<file path="src/rtl/magia_tile_pkg.sv">
// Tile-level OBI and iDMA register-frontend types consumed by the iDMA control mux.
// Only the subset of the tile package that the mux depends on.
package magia_tile_pkg;

  localparam int unsigned OBI_ID_W = 5;
  localparam logic [31:0] IDMA_CTRL_ADDR_START = 32'h0001_0000;

  typedef struct packed {
    logic [31:0]         addr;
    logic                we;
    logic [3:0]          be;
    logic [31:0]         wdata;
    logic [OBI_ID_W-1:0] aid;
    logic                a_optional;
  } core_obi_data_a_chan_t;

  typedef struct packed {
    logic                  req;
    core_obi_data_a_chan_t a;
  } core_obi_data_req_t;

  typedef struct packed {
    logic [31:0]         rdata;
    logic [OBI_ID_W-1:0] rid;
    logic                err;
    logic                r_optional;
  } core_obi_data_r_chan_t;

  typedef struct packed {
    logic                  gnt;
    logic                  rvalid;
    core_obi_data_r_chan_t r;
  } core_obi_data_rsp_t;

  typedef struct packed {
    logic [31:0] addr;
    logic        write;
    logic [31:0] wdata;
    logic [3:0]  wstrb;
    logic        valid;
  } idma_fe_reg_req_t;

  typedef struct packed {
    logic [31:0] rdata;
    logic        error;
    logic        ready;
  } idma_fe_reg_rsp_t;

endpackage

</file>
<file path="src/rtl/idma_obi_ctrl_mux.sv">
// Routes single outstanding OBI accesses from the core to one of NUM_CH iDMA register
// frontends, selected by an address field, with offset filtering and a ready timeout.
module idma_obi_ctrl_mux #(
  parameter type         obi_req_t         = magia_tile_pkg::core_obi_data_req_t,
  parameter type         obi_rsp_t         = magia_tile_pkg::core_obi_data_rsp_t,
  parameter type         idma_fe_reg_req_t = magia_tile_pkg::idma_fe_reg_req_t,
  parameter type         idma_fe_reg_rsp_t = magia_tile_pkg::idma_fe_reg_rsp_t,
  parameter int unsigned NUM_CH            = 2,
  parameter int unsigned CH_SEL_OFF        = 9,
  parameter logic [31:0] BASE_ADDR         = magia_tile_pkg::IDMA_CTRL_ADDR_START,
  parameter int unsigned TIMEOUT           = 255
) (
  input  logic             clk_i,
  input  logic             rst_ni,
  input  obi_req_t         obi_req_i,
  output obi_rsp_t         obi_rsp_o,
  output idma_fe_reg_req_t idma_req_o [NUM_CH],
  input  idma_fe_reg_rsp_t idma_rsp_i [NUM_CH],
  output logic             busy_o,
  output logic             timeout_o
);

  localparam int unsigned CH_W    = (NUM_CH > 1) ? $clog2(NUM_CH) : 1;
  localparam int unsigned ID_W    = magia_tile_pkg::OBI_ID_W;
  localparam logic [11:0] CH_MASK = 12'(((1 << CH_W) - 1) << CH_SEL_OFF);
  localparam logic [15:0] TMO_LAST = 16'(TIMEOUT - 1);

  typedef enum logic [1:0] {StIdle, StFwd, StRsp} state_e;

  state_e state_q, state_d;

  logic [11:0]     off_q;
  logic [CH_W-1:0] ch_q;
  logic            we_q;
  logic [31:0]     wdata_q;
  logic [3:0]      be_q;
  logic [ID_W-1:0] aid_q;
  logic            acc_ok_q;
  logic [31:0]     rdata_q;
  logic            err_q;
  logic [15:0]     wait_cnt_q;
  logic            timeout_q;
  // Holds off grants until the first clock edge after reset release.
  logic            live_q;

  // Address decode of the incoming request.
  logic [11:0]     off_raw, off_dec;
  logic [CH_W-1:0] ch_dec;
  logic            off_ok, ch_ok, acc_ok;

  assign off_raw = obi_req_i.a.addr[11:0] - BASE_ADDR[11:0];
  assign off_dec = off_raw & ~CH_MASK;
  assign ch_dec  = obi_req_i.a.addr[CH_SEL_OFF +: CH_W];
  assign ch_ok   = 32'(ch_dec) < NUM_CH;
  assign acc_ok  = off_ok && ch_ok;

  always_comb begin
    case (off_dec)
      12'h0D0, 12'h0D8, 12'h0E0, 12'h0E8, 12'h0F0,
      12'h0F8, 12'h100, 12'h108, 12'h110: off_ok = 1'b1;
      default: off_ok = (off_dec[1:0] == 2'b00) && (off_dec <= 12'h0C0);
    endcase
  end

  logic        unused_req;
  assign unused_req = ^{obi_req_i.a.addr[31:12], obi_req_i.a.a_optional};

  // Response of the latched channel; other channels are never looked at.
  logic        sel_ready, sel_error;
  logic [31:0] sel_rdata;

  always_comb begin
    sel_ready = 1'b0;
    sel_error = 1'b0;
    sel_rdata = '0;
    for (int unsigned i = 0; i < NUM_CH; i++) begin
      if (ch_q == CH_W'(i)) begin
        sel_ready = idma_rsp_i[i].ready;
        sel_error = idma_rsp_i[i].error;
        sel_rdata = idma_rsp_i[i].rdata;
      end
    end
  end

  logic grant, fwd_done, fwd_tmo;

  assign grant    = obi_req_i.req && (state_q == StIdle) && live_q;
  assign fwd_done = (state_q == StFwd) && sel_ready;
  // Ready in the same cycle as the timeout wins.
  assign fwd_tmo  = (state_q == StFwd) && !sel_ready && (wait_cnt_q == TMO_LAST);

  always_ff @(posedge clk_i or negedge rst_ni) begin
    if (!rst_ni) begin
      state_q <= StIdle;
    end else begin
      state_q <= state_d;
    end
  end

  always_comb begin
    state_d = state_q;
    unique case (state_q)
      StIdle: begin
        if (grant) state_d = acc_ok ? StFwd : StRsp;
      end
      StFwd: begin
        if (fwd_done || fwd_tmo) state_d = StRsp;
      end
      StRsp: state_d = StIdle;
      default: state_d = StIdle;
    endcase
  end

  always_ff @(posedge clk_i or negedge rst_ni) begin
    if (!rst_ni) begin
      off_q      <= '0;
      ch_q       <= '0;
      we_q       <= 1'b0;
      wdata_q    <= '0;
      be_q       <= '0;
      aid_q      <= '0;
      acc_ok_q   <= 1'b0;
      rdata_q    <= '0;
      err_q      <= 1'b0;
      wait_cnt_q <= '0;
      timeout_q  <= 1'b0;
      live_q     <= 1'b0;
    end else begin
      live_q    <= 1'b1;
      timeout_q <= fwd_tmo;
      if (grant) begin
        off_q      <= off_dec;
        ch_q       <= ch_dec;
        we_q       <= obi_req_i.a.we;
        wdata_q    <= obi_req_i.a.wdata;
        be_q       <= obi_req_i.a.be;
        aid_q      <= obi_req_i.a.aid;
        acc_ok_q   <= acc_ok;
        rdata_q    <= '0;
        err_q      <= 1'b0;
        wait_cnt_q <= '0;
      end else if (state_q == StFwd) begin
        if (sel_ready) begin
          rdata_q <= we_q ? '0 : sel_rdata;
          err_q   <= sel_error;
        end else if (!fwd_tmo) begin
          wait_cnt_q <= wait_cnt_q + 16'd1;
        end
      end
    end
  end

  always_comb begin
    obi_rsp_o     = '0;
    obi_rsp_o.gnt = grant;
    if (state_q == StRsp) begin
      obi_rsp_o.rvalid  = 1'b1;
      obi_rsp_o.r.rdata = rdata_q;
      obi_rsp_o.r.err   = err_q | ~acc_ok_q | timeout_q;
      obi_rsp_o.r.rid   = aid_q;
    end
    busy_o    = (state_q != StIdle);
    timeout_o = timeout_q;
    for (int unsigned i = 0; i < NUM_CH; i++) begin
      idma_req_o[i] = '0;
      if ((state_q == StFwd) && (ch_q == CH_W'(i))) begin
        idma_req_o[i].addr  = {20'h0, off_q};
        idma_req_o[i].write = we_q;
        idma_req_o[i].wdata = wdata_q;
        idma_req_o[i].wstrb = be_q;
        idma_req_o[i].valid = 1'b1;
      end
    end
  end

endmodule
</file>
<file path="config.mk">
export PLATFORM = sky130hd
export DESIGN_NAME = idma_obi_ctrl_mux
export DESIGN_NICKNAME = d
export VERILOG_FILES = /design/src/rtl/magia_tile_pkg.sv /design/src/rtl/idma_obi_ctrl_mux.sv
export SDC_FILE = /design/constraint.sdc
export NUM_CORES = 1
export LEC_CHECK = 0
export ABC_AREA = 1
export BUFFER_PORTS_ARGS = -buffer_cell sky130_fd_sc_hd__clkbuf_2
export CORE_AREA = 2 2 128 130
export CTS_BUF_LIST = sky130_fd_sc_hd__clkbuf_4 sky130_fd_sc_hd__clkbuf_8
export DETAILED_ROUTE_END_ITERATION = 8
export DIE_AREA = 0 0 130 132
export PLACE_DENSITY_LB_ADDON = 0.3
export SYNTH_ARGS = -nofsm -noshare
export SYNTH_HDL_FRONTEND = slang
export SYNTH_SLANG_ARGS = --single-unit
export TNS_END_PERCENT = 100
</file>
<file path="constraint.sdc">
create_clock -name clk_i -period 2 [get_ports clk_i]
set_input_delay 0.2 -clock clk_i [delete_from_list [all_inputs] [get_ports clk_i]]
set_output_delay 0.2 -clock clk_i [all_outputs]
set_load 0.02 [all_outputs]
</file>
### After elaboration in Yosys (flattened, before gate mapping)

Index checks and enable logic that the tools add are counted.
Widths: inputs -> output; s select.

* add/subtract/negate cells: 1
* $lt $le $gt $ge: 1
* eq/ne operators: 16
* muxes and demuxes: 22
* bitwise logic cells: 4
* reductions and logical operators: 19

Operators by type and width (count)
* $mux 32: 5
* $mux 50: 2
* $eq 11x8->1 const B: 6
* $mux 16: 4
* $mux 39: 1
* $eq 11x9->1 const B: 3
* $add 16x1->16 const B: 1
* $eq 16x8->1 const B: 1
* $le 12x8->1 const B: 1
* $reduce_or 9->1: 1
* $logic_and 1x1->1: 8
* $mux 1: 6
* $mux 2: 3
* $reduce_bool 2->1: 3
* $logic_not 2->1: 2
* $ne 2x1->1 const B: 2
* $ne 2x2->1 const B: 2
* $pmux 2 s2: 1
* $reduce_and 2->1: 2
* $reduce_and 3->1: 1
* $eq 2x1->1 const B: 1
* $eq 2x2->1 const B: 1
* $not 1->1: 2
* $or 1x1->1: 2
* other kinds (2): 2

* register bits: 108
* bits of input ports: 146
* output and inout bits: 183
* word-level logic and storage cells: 76

### Depth between registers and ports, before layout

* word-level depth: 8
* depth in mapped cells: 11
* depth with buffers taken out: 10

### Worst setup path before layout

Ideal clock, no wire load.

* path kind: register to output
* start: register state_q[1]
* end: output idma_req_o[27] (netlist name)
* arrival time: 1.611 ns
* required time: 1.800 ns
* slack: 0.189 ns
* cell stages (with the launch flop): 8
* buffers on the path: 2
* path through: dfrtp_1 -> inv_1 -> nand2_1 -> nor2_1 -> inv_2 -> buf_2 -> buf_2 -> nor2_1

RTL lines
* start, declared: RTL line idma_obi_ctrl_mux.sv:30 `state_e state_q, state_d;`
* start signal, assigned: RTL line idma_obi_ctrl_mux.sv:94 `state_q <= StIdle;`
* start signal, assigned: RTL line idma_obi_ctrl_mux.sv:96 `state_q <= state_d;`
* end, declared: RTL line idma_obi_ctrl_mux.sv:17 `output idma_fe_reg_req_t idma_req_o [NUM_CH],`

==> results.yml <==
run_status:
  outcome: "finished, final reports clean"
routing:
  drt_wl_total_um: 16800
  drt-vias-per-instance: 4.51
  first_iter_violations: 260
  ant_nets: 0
  detailedRoute.firstPassIterationCount: 5
  drc: 0
  drt-wirelength-per-cell_um: 13.2
  vias: 5737
floorplan:
  initial_core_util: 0.381
  io_pins: 329
  die-area_mm2: 0.0172
  die_w_um: 130
  dieHeight_um: 132
  core_mm2: 0.0157
  rows: 46
sta:
  fin_setup_tns_ns: 0
  fmax_mhz: 520
  tightest_slew_ns: 0.528
  finalSetupViolations: 0
  skew_ns: 0.0164
  rsz0062_at_grt: "yes"
  finalHoldViolCount: 0
  max_slew_margin: 0.648
  drv_slew: 0
  timing.final.crit_share: 0.962
  period_minus_slack_ns: 1.92
  setup_slack_ns: 0.0768
yosys:
  synth_top_cell_area_share: 0.451
  synth-seq-cells: 108
  yosysWarningCount: 0
  synth_cells: 773
  synthTopCellsByCount: "164 x nor2_1, 113 x nand2_1, 108 x dfrtp_1, 107 x inv_1, 56 x o21ai_0"
  synth_top_cell_by_area: "dfrtp_1"
  ys_types: 31
  synth_edf_count: 0
  yosysSeqAreaShare: 0.451
  ys_async_sr_fraction: 1.00
  ys.flop_type: "dfrtp_1"
  syn_area_per_cell_um2: 7.75
  syn_area_mm2: 0.00599
  synth_most_common_cell: "nor2_1"
  synthTopCellsByArea: "dfrtp_1 45%, nor2_1 10%, nand2_1 7.1%, inv_1 6.7%, buf_4 5.9%"
layout:
  fillerInstances: 1544
  n_antenna_cell: 0
  layout.nets: 1198
  syn_to_final_growth_pct: 33.2
  drive_above_1_share: 0.315
setup_path:
  endpoint_kind: "output port"
  setup.worst_path.class: "reg -> out"
  reg2reg_to: "rdata_q[1]$_DFFE_PN0P_"
  reg2regPathDepth: 6
  r2r_start: "ch_q$_DFFE_PN0P_"
  rrSetupSlack_ns: 0.32
  critPathMaxFanout: 21
  critical-path-top-delay-family: "buffers and inverters"
  critPathLaunchType: "flop"
  worstPathArrival_ns: 1.72
  path_buf_inv: 4
  crit_chain: "inv_2 -> nand2_4 -> nor2_4 -> inv_6 -> buf_12 -> nor2_1 -> buf_4"
  crit_required_ns: 1.80
  slowest_delay_ns: 0.41
  cpMaxStageDelayCell: "dfrtp_1"
power:
  cellPowerDensity_mw_per_mm2: 606
  power.leakage_uw: 0.00433
  vdd_drop_max_v: 0.000319
clocking:
  clk_pin_slew_ns: 0.11
  clock_path_buffers: 2
  ctsHtreeMaxLevel: 3
  clk-insertion-delay-late_ns: 0.40
  cts_sinks: 108
  clock-root-buffer: "clkbuf_8"
  cts_buffers: 9
  cts_setup_buffers: 0
  cts_tree: "yes"
placement:
  place_congestion: 0.855
  pre_cts_ws_ns: 0.167
  hpwl_um: 12100
  io_buffer_count: 264
flow_run:
  drv_cap: 0
global_routing:
  grtUsageTotal: 0.186
  grt-ovfl-total: 0
  grt_max_degree: 50
  grt_pass1_vias: 5207
  grt_pass1_wl_um: 25400
  grt_antenna_before_repair: 0
hold_path:
  worstHoldEndpoint: "wdata_q[13]$_DFFE_PN0P_"
  hp-start: "obi_req_i[19]"
  min_path_cells: 3
  min_path_type: "in -> reg"
-- cells by family (layout without fill, tap and decap cells) --
group                      Yosys count  after routing  synth area share
DFF                                108            108             0.451
AOI/OAI and AO/OA                  100            100            0.0931
buffers and inverters              197            437             0.161
and+or+nand+nor                    325            325             0.226
xor gates and xnor gates             7              7            0.0102
muxes                               32             32            0.0535
other                                2             44           0.00125
adders and majority gates            2              2           0.00418
-- tightest hold or removal path: stages --
cell      delay, ns
clkbuf_2       0.08
nand2_1        0.05
o21ai_0        0.07
-- power breakdown --
group | total [uW] | switching, uW | internal [uW]
Combinational | 955 | 609 | 346
Sequential | 2430 | 63.4 | 2370
Clock | 1450 | 807 | 646
-- routing by layer --
metal | track usage | vias up | wire [um]
met5 | 0 | - | 0
met4 | 0.0669 | 0 | 330
met3 | 0.0390 | 28 | 1190
met2 | 0.316 | 222 | 8240
met1 | 0.232 | 2627 | 7060
li1 | - | 2860 | -
-- worst max path at each step --
stage | from | to | depth (start not counted)
floorplan | state_q[1]$_DFFE_PN0P_ | idma_req_o[27] | 7
global placement | state_q[0]$_DFFE_PN0P_ | idma_req_o[119] | 5
detailed placement | state_q[0]$_DFFE_PN0P_ | idma_req_o[119] | 5
CTS | state_q[0]$_DFFE_PN0P_ | obi_rsp_o[21] | 5
global route | state_q[1]$_DFFE_PN0P_ | idma_req_o[24] | 7
finish | state_q[1]$_DFFE_PN0P_ | idma_req_o[24] | 7
-- state kept, by name, indices dropped and copies added (netlist names) --
register / flops
state_q: 2
be_q: 4
timeout_o: 1
we_q: 1
ch_q: 1
wait_cnt_q: 16
wdata_q: 32
rdata_q: 32
acc_ok_q: 1
err_q: 1
off_q: 11
live_q: 1
aid_q: 5
-- metrics by stage --
step / cells / hold WS [ns] / area (um2) / total power, uW / utilization
final: 1271 / 0.0194 / 7980 / 4840 / 0.508
after global routing: 1271 / 0.00371 / 7980 / 5110 / 0.508
after CTS: 1269 / 0.000811 / 7870 / 4900 / 0.501
after detailed placement: 1226 / 0.211 / 7360 / 3380 / 0.469
after global placement: 1226 / 0.211 / 7360 / 3360 / 0.469
after floorplan: 815 / -0.0956 / 6150 / 3100 / -
-- placed cells by master (no fill, tap or decap), drive strengths merged, types with 2 or more instances in the layout --
master and n:
buf 46, clkbuf 244, clkinv 2, conb 44, dfrtp 108, dlygate4sd3 27, ha 2, inv 117
mux2i 32, nand2 126, nand3 15, nand4 14, nor2 168, o21ai 63, o21bai 3, o22ai 33
xnor2 2, xor2 5
-- timing repair --
action / CTS / global route
hold buffers: 27 / 0
gates cloned: 0 / 2
setup endpoints to repair: 92 / 112
hold endpoints to repair: 61 / 0
resized for setup: 6 / 60
pin swaps: 0 / 1
-- cell type report --
class	instances	area [um2]	share of cell area
Sequential cell	108	2700	0.339
Multi-Input combinational cell	510	2510	0.315
Timing Repair Buffer	306	1830	0.229
Inverter	115	449	0.0563
Tap cell	216	270	0.0339
Clock buffer	11	145	0.0182
Clock inverter	5	67.6	0.00847
Note: power is estimated with default switching activity, not from simulation.
